`config.mk`:
```
export PLATFORM = sky130hd
export DESIGN_NAME = mc_ctrl
export DESIGN_NICKNAME = d
export VERILOG_FILES = /design/src/rtl/mc_ctrl.sv
export SDC_FILE = /design/constraint.sdc
export NUM_CORES = 1
export LEC_CHECK = 0
export CORE_ASPECT_RATIO = 0.5
export CORE_MARGIN = 4
export CORE_UTILIZATION = 28
export CTS_CLUSTER_SIZE = 25
export DETAILED_ROUTE_END_ITERATION = 8
export PLACE_DENSITY_LB_ADDON = 0.08
export REMOVE_ABC_BUFFERS = 1
export SLEW_MARGIN = 30
export SYNTH_ARGS = -nofsm -noshare
export SYNTH_HDL_FRONTEND = slang
export SYNTH_SLANG_ARGS = --single-unit
```
`constraint.sdc`:
```
create_clock -name clk -period 2.5 [get_ports clk]
set_input_delay 0.25 -clock clk [delete_from_list [all_inputs] [get_ports clk]]
set_output_delay 0.25 -clock clk [all_outputs]
set_load 0.005 [all_outputs]
```
`src/rtl/mc_ctrl.sv`:
```
// mc_ctrl: multi-cycle MIPS control FSM (IF/ID/EX/MEM/WB/MD) with a data-memory
// ready handshake. Define MC_CTRL_MD_EN to enable mult/div/mfhi/mflo and the MD sequencer.
module mc_ctrl #(
  parameter int MULT_LAT = 5,
  parameter int DIV_LAT  = 10
) (
  input  logic       clk,
  input  logic       rst_n,
  input  logic [5:0] opcode,
  input  logic [5:0] funct,
  input  logic       mem_ready,
  output logic       PCWr,
  output logic       IRWr,
  output logic [1:0] NPCOp,
  output logic [1:0] RegDst,
  output logic       RFWr,
  output logic       ALUSrc,
  output logic [3:0] ALUOp,
  output logic       DMWr,
  output logic [2:0] DMOp,
  output logic [1:0] MemtoReg,
  output logic       EXTOp,
  output logic [1:0] CMPOp,
  output logic       MDStart,
  output logic       MDOp,
  output logic       HILOWr,
  output logic       HILOSel,
  output logic       md_busy,
  output logic       illegal
);

  typedef enum logic [2:0] {S_IDLE, S_IF, S_ID, S_EX, S_MEM, S_WB, S_MD} state_t;
  typedef enum logic [3:0] {C_ALU, C_LOAD, C_STORE, C_BEQ, C_J, C_JR, C_JAL, C_MD, C_MF, C_ILL} cls_t;

  state_t     state_reg, state_next;
  cls_t       cls;
  logic [1:0] d_regdst, d_memtoreg, d_cmpop;
  logic       d_alusrc, d_extop, d_mdop, d_hilosel;
  logic [3:0] d_aluop;
  logic [2:0] d_dmop;

  // Instruction class plus the static control fields held from ID to the end.
  always_comb begin
    cls        = C_ILL;
    d_regdst   = 2'b00;
    d_memtoreg = 2'b00;
    d_cmpop    = 2'b11;
    d_alusrc   = 1'b0;
    d_extop    = 1'b0;
    d_mdop     = 1'b0;
    d_hilosel  = 1'b0;
    d_aluop    = 4'd0;
    d_dmop     = 3'd0;
    case (opcode)
      6'h00: begin
        case (funct)
          6'h21: begin cls = C_ALU; d_regdst = 2'b01; end
          6'h23: begin cls = C_ALU; d_regdst = 2'b01; d_aluop = 4'd1; end
          6'h00: begin cls = C_ALU; d_regdst = 2'b01; d_aluop = 4'd3; end
          6'h08: cls = C_JR;
`ifdef MC_CTRL_MD_EN
          6'h18: cls = C_MD;
          6'h1a: begin cls = C_MD; d_mdop = 1'b1; end
          6'h10: begin cls = C_MF; d_regdst = 2'b01; d_memtoreg = 2'b11; d_hilosel = 1'b1; end
          6'h12: begin cls = C_MF; d_regdst = 2'b01; d_memtoreg = 2'b11; end
`endif
          default: cls = C_ILL;
        endcase
      end
      6'h0d: begin cls = C_ALU; d_alusrc = 1'b1; d_aluop = 4'd2; end
      6'h0f: begin cls = C_ALU; d_alusrc = 1'b1; d_aluop = 4'd4; end
      6'h23, 6'h21, 6'h25, 6'h20, 6'h24: begin
        cls        = C_LOAD;
        d_alusrc   = 1'b1;
        d_extop    = 1'b1;
        d_memtoreg = 2'b01;
        case (opcode)
          6'h21:   d_dmop = 3'd1;
          6'h25:   d_dmop = 3'd2;
          6'h20:   d_dmop = 3'd3;
          6'h24:   d_dmop = 3'd4;
          default: d_dmop = 3'd0;
        endcase
      end
      6'h2b, 6'h29, 6'h28: begin
        cls      = C_STORE;
        d_alusrc = 1'b1;
        d_extop  = 1'b1;
        d_dmop   = (opcode == 6'h29) ? 3'd1 : (opcode == 6'h28) ? 3'd3 : 3'd0;
      end
      6'h04: begin cls = C_BEQ; d_extop = 1'b1; d_cmpop = 2'b00; d_aluop = 4'd1; end
      6'h02: cls = C_J;
      6'h03: begin cls = C_JAL; d_regdst = 2'b10; d_memtoreg = 2'b10; end
      default: cls = C_ILL;
    endcase
  end

`ifdef MC_CTRL_MD_EN
  localparam int MD_MAX = (MULT_LAT > DIV_LAT) ? MULT_LAT : DIV_LAT;
  localparam int CW     = $clog2(MD_MAX) + 1;
  localparam logic [CW-1:0] MULT_LOAD = CW'(MULT_LAT - 1);
  localparam logic [CW-1:0] DIV_LOAD  = CW'(DIV_LAT - 1);

  logic [CW-1:0] md_cnt_reg, md_cnt_next, md_load;

  assign md_load = d_mdop ? DIV_LOAD : MULT_LOAD;

  // Loaded on MD entry, counts down to 0 inside MD, zero everywhere else.
  always_comb begin
    md_cnt_next = '0;
    if (state_reg == S_ID && cls == C_MD)
      md_cnt_next = md_load;
    else if (state_reg == S_MD && md_cnt_reg != '0)
      md_cnt_next = md_cnt_reg - CW'(1);
  end

  always_ff @(posedge clk or negedge rst_n) begin
    if (!rst_n) md_cnt_reg <= '0;
    else        md_cnt_reg <= md_cnt_next;
  end
`endif

  always_ff @(posedge clk or negedge rst_n) begin
    if (!rst_n) state_reg <= S_IDLE;
    else        state_reg <= state_next;
  end

  always_comb begin
    state_next = state_reg;
    PCWr     = 1'b0;
    IRWr     = 1'b0;
    NPCOp    = 2'b00;
    RegDst   = 2'b00;
    RFWr     = 1'b0;
    ALUSrc   = 1'b0;
    ALUOp    = 4'd0;
    DMWr     = 1'b0;
    DMOp     = 3'd0;
    MemtoReg = 2'b00;
    EXTOp    = 1'b0;
    CMPOp    = 2'b00;
    MDStart  = 1'b0;
    MDOp     = 1'b0;
    HILOWr   = 1'b0;
    HILOSel  = 1'b0;
    md_busy  = 1'b0;
    illegal  = 1'b0;

    if (state_reg inside {S_ID, S_EX, S_MEM, S_WB, S_MD}) begin
      RegDst   = d_regdst;
      ALUSrc   = d_alusrc;
      ALUOp    = d_aluop;
      DMOp     = d_dmop;
      MemtoReg = d_memtoreg;
      EXTOp    = d_extop;
      CMPOp    = d_cmpop;
      MDOp     = d_mdop;
      HILOSel  = d_hilosel;
    end

    case (state_reg)
      S_IDLE: state_next = S_IF;
      S_IF: begin
        IRWr       = 1'b1;
        state_next = S_ID;
      end
      S_ID: begin
        case (cls)
          C_ALU, C_LOAD, C_STORE, C_BEQ: state_next = S_EX;
          C_J:  begin PCWr = 1'b1; NPCOp = 2'b10; state_next = S_IF; end
          C_JR: begin PCWr = 1'b1; NPCOp = 2'b11; state_next = S_IF; end
          C_JAL, C_MF: state_next = S_WB;
          C_MD: state_next = S_MD;
          default: begin illegal = 1'b1; PCWr = 1'b1; state_next = S_IF; end
        endcase
      end
      S_EX: begin
        case (cls)
          C_BEQ: begin PCWr = 1'b1; NPCOp = 2'b01; state_next = S_IF; end
          C_LOAD, C_STORE: state_next = S_MEM;
          default: state_next = S_WB;
        endcase
      end
      S_MEM: begin
        DMWr = (cls == C_STORE);
        if (mem_ready) begin
          if (cls == C_STORE) begin
            PCWr       = 1'b1;
            state_next = S_IF;
          end else begin
            state_next = S_WB;
          end
        end
      end
      S_WB: begin
        RFWr       = 1'b1;
        PCWr       = 1'b1;
        NPCOp      = (cls == C_JAL) ? 2'b10 : 2'b00;
        state_next = S_IF;
      end
`ifdef MC_CTRL_MD_EN
      S_MD: begin
        md_busy = 1'b1;
        MDStart = (md_cnt_reg == md_load);
        if (md_cnt_reg == '0) begin
          HILOWr     = 1'b1;
          PCWr       = 1'b1;
          state_next = S_IF;
        end
      end
`endif
      default: state_next = S_IDLE;
    endcase
  end

endmodule

```
=== After elaboration in Yosys (flattened, before gate mapping) ===
Index checks and enable logic that the tools add are counted.
W data, S select, Z words.

* Bits in read-only memories: 0
* Output and inout port bits: 27
* Flip-flop bits (word level): 3
* Bits in latches: 0
* Word-level logic and storage cells: 89
* Memories: 0
* Bits of input ports: 15
* Memory bits (writable): 0

* Mux-type cells: 40
* Multiply operators: 0
* Reductions and logical operators: 17
* $lt $le $gt $ge: 0
* Eq/ne operators: 31
* Divide/modulo/power cells: 0
* Add/sub/neg operators: 0
* Shifts and indexed selects: 0
* Bitwise operators: 0

{| class="wikitable"
|+ Operator list
! operator !! count
|-
| $eq A6 B6 Y1 const B || 10
|-
| $pmux W4 S7 || 1
|-
| $pmux W3 S4 || 2
|-
| $eq A6 B4 Y1 const B || 3
|-
| $reduce_or A9 Y1 || 2
|-
| $eq A4 B3 Y1 const B || 4
|-
| $pmux W2 S2 || 4
|-
| $mux W1 || 15
|-
| $pmux W3 S5 || 1
|-
| $mux W2 || 7
|-
| $eq A6 B2 Y1 const B || 2
|-
| $logic_not A6 Y1 || 2
|-
| $pmux W3 S2 || 2
|-
| $reduce_or A10 Y1 || 1
|-
| $eq A3 B3 Y1 const B || 3
|-
| $mux W3 || 3
|-
| $pmux W3 S3 || 1
|-
| $eq A4 B2 Y1 const B || 2
|-
| $pmux W4 S2 || 1
|-
| $reduce_or A2 Y1 || 4
|-
| $reduce_or A7 Y1 || 1
|-
| $eq A3 B2 Y1 const B || 2
|-
| $eq A6 B3 Y1 const B || 1
|-
| $pmux W2 S3 || 1
|-
| 12 further kinds || 13
|}

=== Depth between registers and ports, before layout ===
* Word-level depth: 8
* Mapped depth: 6
* Depth with buffers taken out: 5

=== Least setup slack after synthesis ===
Ideal clock, no wire load.

* Path type: input -> output
* Start point: input port funct[1]
* End point: output port PCWr
* Path buffers: 0
* Data required time: 2250 ps
* Arrival: 1526 ps
* Setup slack: 724 ps
* Cell stages on the path: 5
* Cell sequence: or3_4 -> a2111oi_4 -> nor2b_1 -> nor4_1 -> o21ai_1

* Cells in the longest elaborated chain, start to end: 8
* Elaborated cells on any way between the ends: 20
* Those cells by class: 9 x eq/ne; 7 x mux; 4 x reduce/logical

{| class="wikitable"
|+ Ends and longest elaborated chain
! element !! line !! source
|-
| start, declared || 10 || <nowiki>input logic [5:0] funct,</nowiki>
|-
| $eq A6 B6 Y1 / $logic_not A6 Y1 (equally long branches) || 56 || <nowiki>case (funct)</nowiki>
|-
| $reduce_or A3 Y1 (no line) || n/a ||
|-
| $pmux W4 S2 * || 56 ||
|-
| $pmux W4 S7 * || 54 || <nowiki>case (opcode)</nowiki>
|-
| $eq A4 B2 Y1 (tied with other cells) || 168, 187 ||
|-
| $reduce_or A7 Y1 (no line) / $mux W1 (equally long branches) || n/a ||
|-
| $mux W1 (on tied branches) || 168, 186 ||
|-
| $pmux W1 S4 * || 161 || <nowiki>case (state_reg)</nowiki>
|-
| end, declared || 12 || <nowiki>output logic PCWr,</nowiki>
|}

Every way passes the cells marked *; elsewhere a longest branch is shown, timed or not.

=== Final worst setup path ===
* Start point: input port funct[5]
* End point: output port PCWr

Same word-level chain as after synthesis.

==> parameters.txt <==
Parameter                              Value

CTS
  Number of buffers added by the clock tree synthesis step ... 3
  # clock sinks ... 3
  Insertion delay of the later-clocked pin in the worst-skew pair ... between 0.2 and 0.25 ns
  CTS tree ... done
  Hold bufs inserted after CTS ... 0
  Clk pin slew, worst setup/hold paths ... about 0.030 ns
  Level count of the clock H-tree ... 1
  Root Buffer Master ... clkbuf_8
  Max Buffers Root-to-Sink ... 2

Synthesis
  Number of synthesized register bits ... 3
  Top cells by count, synth ... nor2_1, clkbuf_1
  Leading cell type by number of instances after synthesis ... nor2_1
  Leading area contributor after synthesis ... dfrtp_1
  Yosys Warn Count ... 0
  Number of cells produced by synthesis ... about 110
  Post-synthesis cell type count ... 37
  Syn_area_per_cell ... approximately 6.7 um2
  Proportion of synthesized flip-flops having asynchronous set or reset ... 1.00
  Most instantiated flip-flop cell in the synthesis netlist ... dfrtp_1
  Top cells by area in the synthesized netlist ... dfrtp_1, buf_4, nor2_1, nand2b_1, nor4_1
  Post-synth EDFFs ... 0
  Post-Synthesis Cell Area ... about 730 um2
  Sequential area share after synthesis ... 0.103
  Top cell type's share of synthesized area ... 0.103

Route
  Antenna Violating Nets Remaining ... 0
  Wl on met1 ... around 1200 um
  Detailed-route vias per instance ... 4.87
  Iter 0 DRT Violations ... 32
  Top routing layer used ... met4
  Via Count ... between 900 and 1,000
  Pre-Repair DR Iteration Count ... 4
  DRC violation count after routing ... 0
  DR WL met3 ... 144 um
  Final WL ... around 2600 um
  Routed WL per cell ... 13.0 um
  Wire length on met2 ... 1150 um

Worst setup path
  Critical Path, Cell by Cell ... dlygate4sd2_1 > or3_4 > a2111oi_4 > nor2b_2 > nor4_2 > buf_4 > buf_4 > o21ai_1 > clkdlybuf4s15_2
  Reg-to-reg startpoint ... state_reg[0]$_DFFE_PN0P_
  Combined buffer and inverter count along the critical path ... 4
  Worst reg-to-reg setup slack ... between 1 and 1.5 ns
  Arrival time of data at the critical path endpoint ... 2.19 ns
  Worst Path Max Fanout ... 2
  Largest incremental delay on the critical path ... ~0.40 ns
  Cell seen most often among critical-path stages ... buf_4
  Cell family with the largest share of critical-path delay ... simple AND/OR/NAND/NOR gates
  Critical Path RT ... 2.25 ns
  Critical path capture point type ... primary output
  Critical path start-end classification ... input pin to primary output
  Worst setup startpoint ... funct[5]
  CP max stage cell ... or3_4
  Startpoint kind of the worst setup timing path ... input pin

Global routing
  Number of global-route vias before repair ... slightly above 900
  GRT Util Overall ... 0.147
  Antenna violations before repair ... 0
  Maximum number of pins on one net before global-route repair ... 17
  First-pass GRT wire length ... 4170 um
  Remaining global-route overflow ... 0

Timing
  Sum of negative setup slack ... 0 ns
  Number of failing setup endpoints in the final timing report ... 0
  Final setup margin ... just under 0.06 ns
  Final min period ... 2.44 ns
  Max Clock Skew ... ~0.00063 ns
  Number of hold-slack violations in the final timing report ... 0
  Fin. max-slew vios ... 0
  RSZ-0062 raised after global routing ... true
  Fin crit share ... 0.976
  Highest clock rate ... a little over 400 MHz

Floorplanning
  Starting density of the core ... 0.310
  I/O pins ... 42
  Overall die width ... about 80 um
  Die Y ... roughly 44 um
  Floorplan row count ... 12
  Floorplan core area ... ~2300 um2
  Die outline area ... 3530 um2

Hold path
  Hold WC Path Type ... input pin to async pin

Pwr
  Reported leakage power ... between 0.5 and 0.6 nW
  Worst voltage drop across the vdd grid ... around 0.48 mV
  PnR Total Power ... between 0.0006 and 0.0007 W
  Power density cells ... slightly above 500 nW/um2

Place
  HPWL after detailed placement ... 1910 um
  Final estimated routing congestion in global placement ... 0.782
  Minimum setup slack after placement ... -0.395 ns
  Cell area reported after detailed placement ... between 1000 and 1500 um2
  Instance count after placement with tap cells included ... ~190
  Count of input and output buffers ... 35

Finish
  Number of nets at the end of the flow ... between 150 and 200
  Share of post-route cells with drive strength above 1 ... 0.255
  Final cell count without fillers ... ~200
  Final instance area ... 1320 um2
  Number of diodes added for antenna fixing ... 0
  Area growth, synth to finish ... 81.9%
  Number of flip-flops in the largest register ... 3

Run status
  Status ... finished, final reports clean

Job
  Max-cap violation count ... 0
-- logic make-up after synthesis --
family          synth area share
buf+inv                    0.119
compound gates             0.303
simple gates               0.470
other cells              0.00516
flops                      0.103
-- layout make-up --
class	instances	area (um2)
Clock buffer	4	45.0
Fill cell	242	1020
Multi-Input combinational cell	95	641
Tap cell	35	43.8
Inverter	1	3.75
Sequential cell	3	75.1
Timing Repair Buffer	58	514
-- layout by cell type, fill, tap and decap left out, types with 3 or more instances in the layout --
cell and count:
a21oi_1 7, nor3b_2 3, o21ai_0 4, clkbuf_8 3, buf_4 22, clkdlybuf4s50_1 26, nand2_1 6, conb_1 6
nor2_1 13, nand2b_1 7, nor4_1 4, nand3_1 5, dlygate4sd2_1 7, dfrtp_1 3, nor3_1 7
-- repair_timing --
| action | 4_1_cts | 5_1_grt |
|---|---|---|
| endpoints found under the setup margin | 7 | 6 |
| pin swaps | 5 | 2 |
| buffers inserted | 6 | 1 |
| endpoints found under the hold margin | 0 | 0 |
| gates resized for setup | 17 | 6 |
-- power breakdown --
group,switching (W),internal (W)
Sequential,0.0000398,0.0000708
Clock,0.0000314,0.000109
Combinational,0.000205,0.000215
Total,0.000276,0.000395
-- routing by layer --
layer,global-route usage,up-vias
met4,0.0505,0
met3,0.0183,2
met2,0.225,25
li1,-,498
met1,0.214,430
met5,0,-
-- final timing paths --
path / endpoint / cells past startpoint
worst max-delay path: PCWr / 9
worst min-delay path: state_reg[1]$_DFFE_PN0P_ / 1
worst max register to register: state_reg[0]$_DFFE_PN0P_ / 3
worst min register to register: state_reg[0]$_DFFE_PN0P_ / 1
max in group asynchronous: state_reg[0]$_DFFE_PN0P_ / 1
min in group clk: state_reg[0]$_DFFE_PN0P_ / 1
-- metrics by stage --
step,hold WS (ns),utilization
2_1_floorplan,-0.0456,-
3_3_place_gp,0.441,0.503
3_5_place_dp,0.440,0.503
4_1_cts,0.212,0.550
5_1_grt,0.208,0.565
6_report,0.213,0.565
-- worst reg2reg max path, stage by stage (launching register included) --
cell and delay (ns):
dfrtp_1 0.48, inv_1 0.18, a211oi_1 0.25, a21oi_1 0.06
Power figures use the tool's default switching activity.
